$ cat src/rtl/tt_lut_pkg.sv
// Shared types and sizing helpers for the programmable truth-table gate.
// No logic here; imported by the gate top and its settle filter.
package tt_lut_pkg;

    typedef enum logic [1:0] {
        IDLE   = 2'd0,
        LOAD   = 2'd1,
        COMMIT = 2'd2
    } cfg_state_e;

    localparam int MAX_N_IN = 6;
    localparam int MAX_TT_W = 64;

    function automatic int tt_width(input int n);
        return 1 << n;
    endfunction

endpackage

$ cat src/rtl/tt_settle_filter.sv
// Input stability filter: stable_pulse fires once, HOLD_CYC edges after in_vec is captured and held.
// Any change of in_vec restarts the count; no backpressure.
module tt_settle_filter #(
    parameter int W        = 3,
    parameter int HOLD_CYC = 2
) (
    input  logic         clk,
    input  logic         rst_n,
    input  logic [W-1:0] in_vec,
    output logic [W-1:0] in_q,
    output logic         stable_pulse,
    output logic         stable
);

    localparam int CW = $clog2(HOLD_CYC + 1);
    localparam logic [CW-1:0] HOLD    = CW'(HOLD_CYC);
    localparam logic [CW-1:0] HOLD_M1 = CW'(HOLD_CYC - 1);

    logic [CW-1:0] stab_cnt;
    logic          same;

    assign same = (in_vec == in_q);

    always_ff @(posedge clk) begin
        if (!rst_n) begin
            in_q     <= '0;
            stab_cnt <= '0;
        end else if (!same) begin
            in_q     <= in_vec;
            stab_cnt <= '0;
        end else if (stab_cnt != HOLD) begin
            stab_cnt <= stab_cnt + 1'b1;
        end
    end

    // The count only reaches HOLD by passing HOLD_M1, so either value means settled.
    assign stable_pulse = same && (stab_cnt == HOLD_M1);
    assign stable       = same && ((stab_cnt == HOLD_M1) || (stab_cnt == HOLD));

endmodule

$ cat src/rtl/tt_lut_prog.sv
// Runtime-programmable N-input truth-table gate with serial, atomically committed table load.
// Output registered, updates HOLD_CYC edges after in_vec settles; cfg_ready drops for the commit cycle.
module tt_lut_prog
    import tt_lut_pkg::*;
#(
    parameter int N_IN     = 3,
    parameter int HOLD_CYC = 2,
    parameter logic [tt_width(N_IN)-1:0] RESET_TT = '0
) (
    input  logic            clk,
    input  logic            rst_n,
    input  logic [N_IN-1:0] in_vec,
    input  logic            cfg_valid,
    output logic            cfg_ready,
    input  logic            cfg_bit,
    input  logic            cfg_abort,
    output logic            cfg_done,
    output logic            loading,
    output logic            out,
    output logic            out_settled
);

    localparam int TT_W  = tt_width(N_IN);
    localparam int CNT_W = $clog2(TT_W + 1);
    localparam logic [CNT_W-1:0] LAST_CNT = CNT_W'(TT_W);

    cfg_state_e      state;
    logic [TT_W-1:0] shadow;
    logic [TT_W-1:0] active_tt;
    logic [CNT_W-1:0] bit_cnt;
    logic [CNT_W-1:0] cnt_nxt;
    logic            beat;
    logic [N_IN-1:0] in_q;
    logic            stable_pulse;
    logic            stable;
    logic            refresh;

    assign beat    = cfg_valid && cfg_ready;
    assign cnt_nxt = bit_cnt + 1'b1;

    always_ff @(posedge clk) begin
        if (!rst_n) begin
            state     <= IDLE;
            shadow    <= '0;
            bit_cnt   <= '0;
            active_tt <= RESET_TT;
            cfg_ready <= 1'b1;
            cfg_done  <= 1'b0;
            loading   <= 1'b0;
        end else begin
            cfg_done <= 1'b0;
            case (state)
                IDLE: begin
                    if (beat) begin
                        shadow  <= {shadow[TT_W-2:0], cfg_bit};
                        bit_cnt <= cnt_nxt;
                        if (cnt_nxt == LAST_CNT) begin
                            state     <= COMMIT;
                            cfg_ready <= 1'b0;
                            cfg_done  <= 1'b1;
                        end else begin
                            state   <= LOAD;
                            loading <= 1'b1;
                        end
                    end
                end
                LOAD: begin
                    if (cfg_abort) begin
                        state   <= IDLE;
                        bit_cnt <= '0;
                        loading <= 1'b0;
                    end else if (beat) begin
                        shadow  <= {shadow[TT_W-2:0], cfg_bit};
                        bit_cnt <= cnt_nxt;
                        if (cnt_nxt == LAST_CNT) begin
                            state     <= COMMIT;
                            cfg_ready <= 1'b0;
                            cfg_done  <= 1'b1;
                            loading   <= 1'b0;
                        end
                    end
                end
                COMMIT: begin
                    active_tt <= shadow;
                    bit_cnt   <= '0;
                    state     <= IDLE;
                    cfg_ready <= 1'b1;
                    loading   <= 1'b0;
                end
                default: begin
                    state     <= IDLE;
                    bit_cnt   <= '0;
                    cfg_ready <= 1'b1;
                    loading   <= 1'b0;
                end
            endcase
        end
    end

    tt_settle_filter #(
        .W        (N_IN),
        .HOLD_CYC (HOLD_CYC)
    ) u_filter (
        .clk          (clk),
        .rst_n        (rst_n),
        .in_vec       (in_vec),
        .in_q         (in_q),
        .stable_pulse (stable_pulse),
        .stable       (stable)
    );

    // A commit over a settled input re-arms a one-shot refresh so the new table is
    // looked up on the edge after active_tt has actually changed.
    always_ff @(posedge clk) begin
        if (!rst_n) begin
            out         <= 1'b0;
            out_settled <= 1'b0;
            refresh     <= 1'b0;
        end else if (in_vec != in_q) begin
            out_settled <= 1'b0;
            refresh     <= 1'b0;
        end else if ((state == COMMIT) && stable) begin
            out_settled <= 1'b0;
            refresh     <= 1'b1;
        end else if (stable_pulse || refresh) begin
            out         <= active_tt[in_q];
            out_settled <= 1'b1;
            refresh     <= 1'b0;
        end
    end

endmodule
$ cat config.mk
export PLATFORM = sky130hd
export DESIGN_NAME = tt_lut_prog
export DESIGN_NICKNAME = d
export VERILOG_FILES = /design/src/rtl/tt_lut_pkg.sv /design/src/rtl/tt_settle_filter.sv /design/src/rtl/tt_lut_prog.sv
export SDC_FILE = /design/constraint.sdc
export NUM_CORES = 1
export LEC_CHECK = 0
export BUFFER_PORTS_ARGS = -buffer_cell sky130_fd_sc_hd__buf_2
export CORE_MARGIN = 5
export CORE_UTILIZATION = 45
export CTS_CLUSTER_DIAMETER = 60
export DETAILED_ROUTE_END_ITERATION = 12
export PLACE_DENSITY_LB_ADDON = 0.25
export SLEW_MARGIN = 25
export SYNTH_ARGS = -nofsm -noshare
export SYNTH_HDL_FRONTEND = slang
export SYNTH_SLANG_ARGS = --single-unit
export TNS_END_PERCENT = 1
$ cat constraint.sdc
create_clock -name clk -period 1.7 [get_ports clk]
set_input_delay 0 -clock clk [delete_from_list [all_inputs] [get_ports clk]]
set_output_delay 0 -clock clk [all_outputs]
set_load 0.05 [all_outputs]
==> impl_metrics.csv, run 1 <==
group,metric,value,unit
global_route,first_global_vias,966,
timing,post-route-period-util,89.9,%
logic_synthesis,synthTopCellsByArea,"dfxtp_1 50%, mux2i_1 6.8%, nand2_1 6.5%",
logic_synthesis,synth_area,1330,um2
floorplan,die_h,64.4,um
logic_synthesis,seq_area_frac_synth,49.7,%
layout,antenna_cells,0,
floorplan,initial_utilization,47.4,%
logic_synthesis,synthCells,146,
place,place_area,1420,um2
setup_path,cpMaxStageDelayCell,"mux4_2",
layout,layout.nets,180,
route,wirelength,2.33,mm
layout,syn2layout_area_growth,16.5,%
timing,hold_viol_final,0,
timing,slew_headroom,67.9,%
layout,postLayoutCellArea,1550,um2
status,outcome,"finished clean",
floorplan,core_area,2810,um2
logic_synthesis,async_reset_ff_share,0,%
logic_synthesis,synth_top_family_by_area,"simple AND/OR/NAND/NOR gates",
route,drt_iter0_drc,62,
layout,multiInputGateArea,634,um2
setup_path,critPathRequiredTime,1920,ps
route,drcViolationCount,0,
timing,skew,10.2,ps
setup_path,worst-setup-path-type,"flop to flop",
floorplan,row_count,19,
timing,finalMaxSlewViolations,0,
logic_synthesis,synth_mux_area_share,9.31,%
logic_synthesis,synth_fp_nets,157,
logic_synthesis,synthTopCellsByCount,"33 x dfxtp_1, 23 x nand2_1, 19 x nor2_1, 12 x a21oi_1, 9 x mux2i_1",
clocking,cts_setup_buffers,0,
clocking,htree_levels,2,
floorplan,io_pins,13,
place,portBuffers,12,
route,dr.pass1.iters,4,
route,wl_per_cell,11.6,um
layout,drive_gt1_share,15.3,%
clocking,cts_buffer_depth,2,
layout,n_fill_cell,269,
global_route,gr-usage-all-layers,12.8,%
logic_synthesis,synth_top_area_share,49.7,%
layout,utilization,55.2,%
clocking,root_buffer,"clkbuf_4",
logic_synthesis,syn_area_per_cell,9.11,um2
clocking,cts_tree,"done",
global_route,grt_pass1_wl,4.09,mm
floorplan,die_width,64.4,um
layout,seqCellArea,661,um2
logic_synthesis,synth_xor_area_share,4.61,%
timing,rsz0062_at_grt,"no",
route,viasPerCell,5.19,
timing,setup_viol,0,
setup_path,worstPathCellList,"mux4_2 > a22oi_1 > nand4_1 > nor3b_1",
setup_path,endpoint_kind,"flop",
setup_path,crit_path_max_fanout,4,
timing,hold_slack,12.0,ps
setup_path,slowest_delay,520,ps
logic_synthesis,ys_warn_count,0,
global_route,antenna_found_initial,0,
power_and_ir_drop,power_leakage,0.645,nW
logic_synthesis,synth-simple-area-share,22.1,%
place,gp_congestion,0.728,
timing,fin_tns_setup,0,ps
job,cap_violations,0,
floorplan,dieArea,4140,um2
timing,min_period,1530,ps
timing,tightest_slew,481,ps
logic_synthesis,synth.distinct_cells,31,
global_route,gr-total-overflow,0,
clocking,cts_buffers,5,
power_and_ir_drop,irDropWorstVdd,0.545,mV
clocking,clkSlewWorstSetupHoldPaths,110,ps
logic_synthesis,synth_most_common_cell,"dfxtp_1",
clocking,clock_latency,330,ps
place,hpwlAfterDp,1.67,mm
global_route,grt_start_max_net_pins,19,
setup_path,arrival,1750,ps
logic_synthesis,yosys.area.top_type,"dfxtp_1",
logic_synthesis,synthFlopType,"dfxtp_1",
power_and_ir_drop,power_per_cell_area,872,nW/um2
setup_path,worstSetupStartpointType,"flop",
timing,fmax,654,MHz
route,via_count,1044,
clocking,cts_sinks,33,
logic_synthesis,synth_compound_area_share,8.84,%
route,ant_nets,0,
logic_synthesis,synth-edff-count,0,
min_path,hold_path_class,"primary input to flop",
logic_synthesis,synth_adder_area_share,2.82,%
logic_synthesis,ys_ff_latch,33,
repair_timing:
item                                   4_1_cts  5_1_grt
hold buffers                                 7        0
resized for setup                            0        0
endpoints found under the hold margin        4        0
per-stage QoR:
step,std cells,power (mW),setup slack (ps)
floorplan,146,0.901,80.2
finish,201,1.35,172
CTS,201,1.36,176
detailed placement,186,0.930,202
global placement,186,0.927,222
global route,201,1.42,88.3
cells by family after synthesis:
kind of cell,count (synthesis)
buf+inv,9
simple gates,63
fa+ha+maj,3
compound gates,20
xor+xnor,7
flops,33
mux,11
cell type report:
class                           instances  area share [%]
Clock buffer                            5            2.42
Timing Repair Buffer                   21            9.37
Clock inverter                          3            1.13
Multi-Input combinational cell        104            41.0
Tap cell                               31            2.50
Sequential cell                        33            42.6
Inverter                                4           0.969
final timing paths:
check,startpoint,endpoint,slack (ps),depth (start not counted)
max,u_filter.in_q[2]$_SDFFE_PN0P_,out$_SDFFE_PN0P_,170,4
min reg2reg,shadow[7]$_SDFFE_PN0P_,active_tt[7]$_SDFFE_PN0P_,460,2
max reg2reg,u_filter.in_q[2]$_SDFFE_PN0P_,out$_SDFFE_PN0P_,170,4
min,rst_n,u_filter.stab_cnt[0]$_SDFFE_PN0P_,10,3
cells in the final DEF (no fill, tap or decap), drive strengths merged, types with 2 or more instances in the layout:
cell type and count:
nor2 19, dlygate4sd3 7, ha 3, o21ai 2, nor3b 2, nand2 23
a21oi 12, mux2i 9, clkinv 2, nor2b 4, nor3 5, clkbuf 5
xor2 6, dfxtp 33, inv 4, buf 14, and2 4, a21boi 2
nand4 2
state kept, by name, summed over array words and instances (netlist names):
register / flops
active_tt: 8
cfg_done: 1
out_settled: 1
cfg_ready: 1
u_filter.in_q: 3
shadow: 8
refresh: 1
u_filter.stab_cnt: 2
state: 2
out: 1
loading: 1
bit_cnt: 4
where the power goes:
group          internal [mW]  leakage (nW)  switching (mW)
clock                  0.156        0.0310           0.269
combinational         0.0545         0.346          0.0624
sequential             0.790         0.268          0.0190
total                   1.00         0.645           0.351
critical path, delay by kind of cell (launching register included):
family	cells	cell delay [ps]
AO/OA/AOI/OAI	1	190
flip-flops	1	440
multiplexers	1	520
AND/OR/NAND/NOR	2	270
per-layer routing:
layer / wire length, um / up-vias / share of wire (%) / track usage (%)
met5: 0 / - / 0 / 0
met4: 74 / 0 / 3.2 / 8.71
met3: 112 / 9 / 4.8 / 4.38
met2: 1060 / 17 / 46 / 19.2
met1: 1080 / 486 / 46 / 15.4
li1: - / 532 / - / -
Power figures use the tool's default switching activity.
==> run 2, diff against run 1 <==
--- a/config.mk
+++ b/config.mk
@@ -6,6 +6,7 @@
 export NUM_CORES = 1
 export LEC_CHECK = 0
 export BUFFER_PORTS_ARGS = -buffer_cell sky130_fd_sc_hd__buf_2
+export CORE_ASPECT_RATIO = 0.75
 export CORE_MARGIN = 5
 export CORE_UTILIZATION = 45
 export CTS_CLUSTER_DIAMETER = 60
@@ -14,5 +15,6 @@
 export SLEW_MARGIN = 25
 export SYNTH_ARGS = -nofsm -noshare
 export SYNTH_HDL_FRONTEND = slang
+export SYNTH_HIERARCHICAL = 1
 export SYNTH_SLANG_ARGS = --single-unit
 export TNS_END_PERCENT = 1
==> run 2 against run 1 <==
Against the previous run:
- highest routed layer unchanged
- clock skew decreased by 8.1 ps
- core utilization increased by 2.0 points
- register-to-register slack worse by 60 ps
- largest cell class is now multi-input gates
- setup slack worse by 55 ps
- routed wire length grew 17%
- combinational power up 18%
- sequential power about the same
- critical path depth rose by 3
==> impl_metrics.csv, run 2 <==
group,metric,value,unit
status,outcome,"finished clean",
timing,slew_headroom,56.9,%
global_route,antenna_found_initial,0,
clocking,cts_sinks,33,
clocking,cts_tree,"done",
global_route,gr-total-overflow,0,
route,via_count,1061,
logic_synthesis,synth_top_family_by_area,"simple AND/OR/NAND/NOR gates",
power_and_ir_drop,irDropWorstVdd,0.593,mV
clocking,root_buffer,"clkbuf_8",
logic_synthesis,yosys.area.top_type,"dfxtp_1",
logic_synthesis,synth_mux_area_share,9.06,%
setup_path,rr_startpoint,"u_filter/in_q[1]$_SDFFE_PN0P_",
floorplan,die_h,58.2,um
job,cap_violations,0,
place,portBuffers,12,
place,hpwlAfterDp,1.86,mm
floorplan,io_pins,13,
setup_path,reg2reg_slack,120,ps
floorplan,die_width,74.3,um
floorplan,core_area,2960,um2
timing,hold_slack,22.8,ps
logic_synthesis,synthCells,151,
floorplan,initial_utilization,47.2,%
place,placed_cells,202,
logic_synthesis,synth.distinct_cells,35,
power_and_ir_drop,power_leakage,0.689,nW
place,place_area,1520,um2
logic_synthesis,syn_area_per_cell,9.24,um2
setup_path,crit_path_max_fanout,3,
global_route,grt_pass1_wl,4.49,mm
clocking,cts_buffers,5,
global_route,first_global_vias,973,
min_path,hold_path_class,"primary input to flop",
layout,drive_gt1_share,18.8,%
setup_path,arrival,1780,ps
logic_synthesis,ys_ff_latch,33,
route,viasPerCell,4.96,
timing,finalMaxSlewViolations,0,
min_path,hold_path_end,"bit_cnt[1]$_SDFF_PN0_",
route,dr.pass1.iters,4,
layout,reg_top3,"active_tt: 8 flops, shadow: 8 flops, bit_cnt: 4 flops",
timing,hold_viol_final,0,
place,gp_congestion,0.794,
layout,postLayoutCellArea,1690,um2
layout,syn2layout_area_growth,21.3,%
clocking,clock_latency,280,ps
timing,setup_viol,0,
logic_synthesis,synth_area,1400,um2
logic_synthesis,synth_compound_area_share,10.8,%
setup_path,worst-setup-path-type,"flop to flop",
min_path,hold_start,"cfg_valid",
route,wl_per_cell,12.7,um
timing,rsz0062_at_grt,"no",
logic_synthesis,synthFlopType,"dfxtp_1",
logic_synthesis,synthTopCellsByCount,"33 x dfxtp_1, 23 x nand2_1, 14 x nor2_1, 13 x a21oi_1, 10 x mux2i_1",
route,drcViolationCount,0,
timing,tightest_slew,646,ps
route,wirelength,2.72,mm
timing,post-route-period-util,93.1,%
clocking,htree_levels,2,
route,drt_iter0_drc,37,
clocking,cts_buffer_depth,2,
logic_synthesis,synthTopCellsByArea,"dfxtp_1 47%, mux2i_1 7.2%, nand2_1 6.2%",
timing,fmax,632,MHz
logic_synthesis,seq_area_frac_synth,47.4,%
setup_path,r2r-end,"out$_SDFFE_PN0P_",
power_and_ir_drop,finalPower,1.53,mW
route,ant_nets,0,
layout,fin_cells,214,
global_route,gr-usage-all-layers,14.0,%
layout,mostFrequentLayoutCell,"dfxtp_1",
logic_synthesis,synth_adder_area_share,2.69,%
min_path,hold_depth,3,
timing,min_period,1580,ps
clocking,cts_setup_buffers,0,
floorplan,row_count,17,
timing,skew,2.08,ps
logic_synthesis,async_reset_ff_share,0,%
logic_synthesis,synth-edff-count,0,
setup_path,rr_worst_depth,7,
logic_synthesis,synth-simple-area-share,21.5,%
logic_synthesis,synth_xor_area_share,5.65,%
floorplan,dieArea,4330,um2
logic_synthesis,synth_top_area_share,47.4,%
setup_path,critPathRequiredTime,1900,ps
global_route,grt_start_max_net_pins,22,
logic_synthesis,ys_warn_count,6,
clocking,clkSlewWorstSetupHoldPaths,60,ps
power_and_ir_drop,power_per_cell_area,905,nW/um2
setup_path,endpoint_kind,"flop",
setup_path,worstSetupStartpointType,"flop",
logic_synthesis,synth_fp_nets,162,
logic_synthesis,synth_most_common_cell,"dfxtp_1",
layout,final_cell_mix,"32 x dfxtp_1, 23 x nand2_1, 14 x nor2_1",
layout,antenna_cells,0,
layout,layout.nets,187,
[run 2: changes by cell type after synthesis, moves of 2 or more]
cell      change
a211o_1       +2
a21boi_1      -2
and3_1        +2
a211oi_1      +2
nand4_1       -2
xor2_1        +2
o21ai_0       +2
nand3_1       +4
nor2_1        -5
[run 2: worst max-delay path by stage]
stage                     slack (ps)                      to                         startpoint
after floorplan                   30  shadow[0]$_SDFFE_PN0P_             cfg_ready$_SDFFE_PN1P_
after global placement            40        out$_SDFFE_PN0P_  u_filter/stab_cnt[0]$_SDFFE_PN0P_
after detailed placement          -8        out$_SDFFE_PN0P_  u_filter/stab_cnt[0]$_SDFFE_PN0P_
after CTS                         50        out$_SDFFE_PN0P_      u_filter/in_q[0]$_SDFFE_PN0P_
after global routing               6        out$_SDFFE_PN0P_      u_filter/in_q[1]$_SDFFE_PN0P_
final                            120        out$_SDFFE_PN0P_      u_filter/in_q[1]$_SDFFE_PN0P_
[run 2: worst max-delay path, stage by stage (launching register included)]
cell and delay (ps):
dfxtp_1 400, xor2_2 250, nor3_2 80, and2_2 200, nor2_1 120, a21oi_2 50
and4bb_1 200, a211oi_1 200
[run 2: layout make-up]
| type | count | area (um2) |
|---|---|---|
| multi-input cells | 110 | 731 |
| inverters | 3 | 11.3 |
| flip-flops and latches | 33 | 662 |
| well taps | 38 | 47.5 |
| clock buffers | 7 | 86.3 |
| fillers | 266 | 1260 |
| repair buffers | 23 | 155 |
[run 2: what timing repair did]
item | in CTS | in global routing
hold buffers | 5 | 0
gates resized for setup | 1 | 5
hold endpoints to repair | 5 | 0
setup endpoints to repair | 1 | 1
pin swaps | 0 | 1
[run 2: per-stage QoR]
| stage | setup WS, ps | utilization, % | setup TNS, ps |
|---|---|---|---|
| 2_1_floorplan | 30.3 | - | 0 |
| 6_report | 117 | 57.3 | 0 |
| 3_3_place_gp | 35.3 | 51.3 | 0 |
| 4_1_cts | 54.2 | 56.2 | 0 |
| 3_5_place_dp | -7.53 | 51.3 | -7.53 |
| 5_1_grt | 6.05 | 57.3 | 0 |
[run 2: cells by family (layout without fill, tap and decap cells)]
family,Yosys count,in the layout
AO/OA/AOI/OAI,25,25
XOR/XNOR,9,9
adder cells (fa/ha/maj),3,3
buffers and inverters,8,33
flip-flops,33,33
multiplexers,11,11
AND/OR/NAND/NOR,62,62
[run 2: metal layers]
metal / vias up / GRT usage (%) / share of wire (%)
li1: 560 / - / -
met1: 485 / 18.4 / 51
met2: 11 / 18.9 / 42
met3: 5 / 7.28 / 4.6
met4: 0 / 6.09 / 1.9
met5: - / 0 / 0
[run 2: report_power, final]
group / leakage, nW / internal, mW / total [mW] / switching, mW
Sequential: 0.268 / 0.791 / 0.810 / 0.0189
Combinational: 0.376 / 0.0609 / 0.138 / 0.0775
Clock: 0.0443 / 0.321 / 0.584 / 0.263
==> run 3, diff against run 2 <==
--- a/config.mk
+++ b/config.mk
@@ -11,6 +11,8 @@
 export CORE_UTILIZATION = 45
 export CTS_CLUSTER_DIAMETER = 60
 export DETAILED_ROUTE_END_ITERATION = 12
+export GPL_TIMING_DRIVEN = 0
+export MAX_ROUTING_LAYER = met4
 export PLACE_DENSITY_LB_ADDON = 0.25
 export SLEW_MARGIN = 25
 export SYNTH_ARGS = -nofsm -noshare
==> run 3 against run 2 <==
Against the previous run:
- count of clock-buffer cells in the layout is 1 higher
- final area is 1.0% higher
- fmax is 0.63% higher
- clock skew is 2.9 ps higher
- setup slack better by 9.9 ps
- power is 2.4% lower
- flip-flop and latch count stayed put
- largest power group unchanged
- highest routed layer unchanged
==> impl_metrics.csv, run 3 (synthesized netlist as in run 2, its figures left out) <==
group,metric,value,unit
timing,setup_viol,0,
global_route,grt_start_max_net_pins,11,
setup_path,endpoint_kind,"flop",
power_and_ir_drop,switching_power,0.354,mW
floorplan,dieArea,4330,um2
route,via_count,1071,
clocking,root_buffer,"clkbuf_8",
floorplan,row_count,17,
timing,finalMaxSlewViolations,0,
setup_path,worstSetupStartpointType,"primary input",
job,cap_violations,0,
route,viasPerCell,5.03,
layout,fin_cells,213,
timing,post-route-period-util,92.5,%
setup_path,worst-setup-path-type,"primary input to flop",
timing,rsz0062_at_grt,"no",
place,placed_cells,201,
setup_path,arrival,1720,ps
floorplan,initial_utilization,47.2,%
timing,fmax,636,MHz
global_route,grt_pass1_wl,4.50,mm
route,wl_per_cell,12.3,um
clocking,cts_sinks,33,
power_and_ir_drop,power_per_cell_area,874,nW/um2
power_and_ir_drop,p_clk_share,36.3,%
clocking,cts_buffers,5,
layout,n_fill_cell,268,
global_route,first_global_vias,1001,
layout,reg_top3,"active_tt: 8 flops, shadow: 8 flops, bit_cnt: 4 flops",
clocking,clock_latency,280,ps
layout,antenna_cells,0,
power_and_ir_drop,sw_frac_of_total,23.7,%
place,hpwlAfterDp,1.88,mm
layout,postLayoutCellArea,1710,um2
power_and_ir_drop,combPwrFrac,9.2,%
clocking,cts_buffer_depth,2,
layout,seqCellArea,672,um2
timing,min_period,1570,ps
floorplan,die_h,58.2,um
layout,final_cell_mix,"30 x dfxtp_1, 23 x nand2_1, 14 x nor2_1",
power_and_ir_drop,power_leakage,0.673,nW
power_and_ir_drop,pwr-share-seq,54.4,%
clocking,htree_levels,2,
floorplan,io_pins,13,
layout,multiInputGateArea,769,um2
layout,mostFrequentLayoutCell,"dfxtp_1",
floorplan,die_width,74.3,um
power_and_ir_drop,irDropWorstVdd,0.419,mV
clocking,cts_tree,"done",
floorplan,core_area,2960,um2
place,place_area,1500,um2
timing,skew,4.94,ps
route,wirelength,2.62,mm
setup_path,critPathRequiredTime,1840,ps
route,ant_nets,0,
status,outcome,"finished clean",
route,drt_iter0_drc,61,
route,drcViolationCount,0,
clocking,clkSlewWorstSetupHoldPaths,60,ps
layout,syn2layout_area_growth,22.6,%
timing,slew_headroom,67.9,%
min_path,hold_path_class,"primary input to flop",
layout,layout.nets,185,
timing,tightest_slew,481,ps
route,dr.pass1.iters,4,
place,gp_congestion,0.745,
timing,fin_tns_setup,0,ps
place,portBuffers,12,
timing,hold_viol_final,0,
layout,drive_gt1_share,17.7,%
global_route,gr-total-overflow,0,
global_route,gr-usage-all-layers,14.1,%
setup_path,crit_path_max_fanout,3,
power_and_ir_drop,p_int,1.14,mW
global_route,antenna_found_initial,0,
-- run 3: cell type report --
type / count / share of cell area (%)
inverters: 3 / 0.658
multi-input cells: 110 / 45.0
well taps: 38 / 2.78
clock buffers: 8 / 4.68
flip-flops and latches: 33 / 39.3
plain buffers: 5 / 1.76
repair buffers: 16 / 5.85
-- run 3: repair_timing --
item | in CTS | in global routing
gates resized for setup | 6 | 9
hold buffers | 4 | 0
buffers inserted | 0 | 0
endpoints found under the setup margin | 1 | 1
endpoints found under the hold margin | 4 | 0
gates cloned | 0 | 0
pin swaps | 1 | 1
-- run 3: worst max-delay path, stage by stage --
cell and delay, ps:
dlygate4sd3_1 530, buf_2 160, xor2_4 170, nor3_2 210, and2_2 190, nor2_1 50
a21oi_2 120, and4bb_1 220, a211oi_2 60
-- run 3: through the flow --
stage	utilization [%]	setup slack (ps)	hold WS (ps)	total power [mW]
6_report	57.9	127	22.8	1.49
3_3_place_gp	50.8	-78.1	238	0.936
3_5_place_dp	50.8	-113	243	0.941
5_1_grt	57.9	55.6	25.7	1.57
2_1_floorplan	-	30.3	61.9	0.906
4_1_cts	56.2	3.40	3.21	1.51
-- run 3: worst paths after layout --
kind                                       from                   endpoint  slack (ps)  cells after the start
setup / recovery                      in_vec[1]           out$_SDFFE_PN0P_         130                      9
hold / removal                        cfg_valid      state[0]$_SDFFE_PN0P_          20                      3
setup reg to reg  u_filter/in_q[2]$_SDFFE_PN0P_           out$_SDFFE_PN0P_         130                      7
hold reg to reg          shadow[7]$_SDFFE_PN0P_  active_tt[7]$_SDFFE_PN0N_         450                      2
-- run 3: metal layers --
metal  GRT usage, %  share of wire (%)  up-vias
li1               -                  -      561
met4           6.35                2.1        0
met2           19.9                 44       24
met3           5.20                5.5        8
met5              -                  0        -
met1           17.8                 49      478
-- run 3: power by group through the flow --
stage	Sequential [mW]	Clock (mW)	Combinational (mW)
2_1_floorplan	0.833	0	0.0738
5_1_grt	0.816	0.600	0.153
4_1_cts	0.813	0.570	0.129
6_report	0.814	0.543	0.138
3_5_place_dp	0.829	0	0.112
3_3_place_gp	0.827	0	0.110
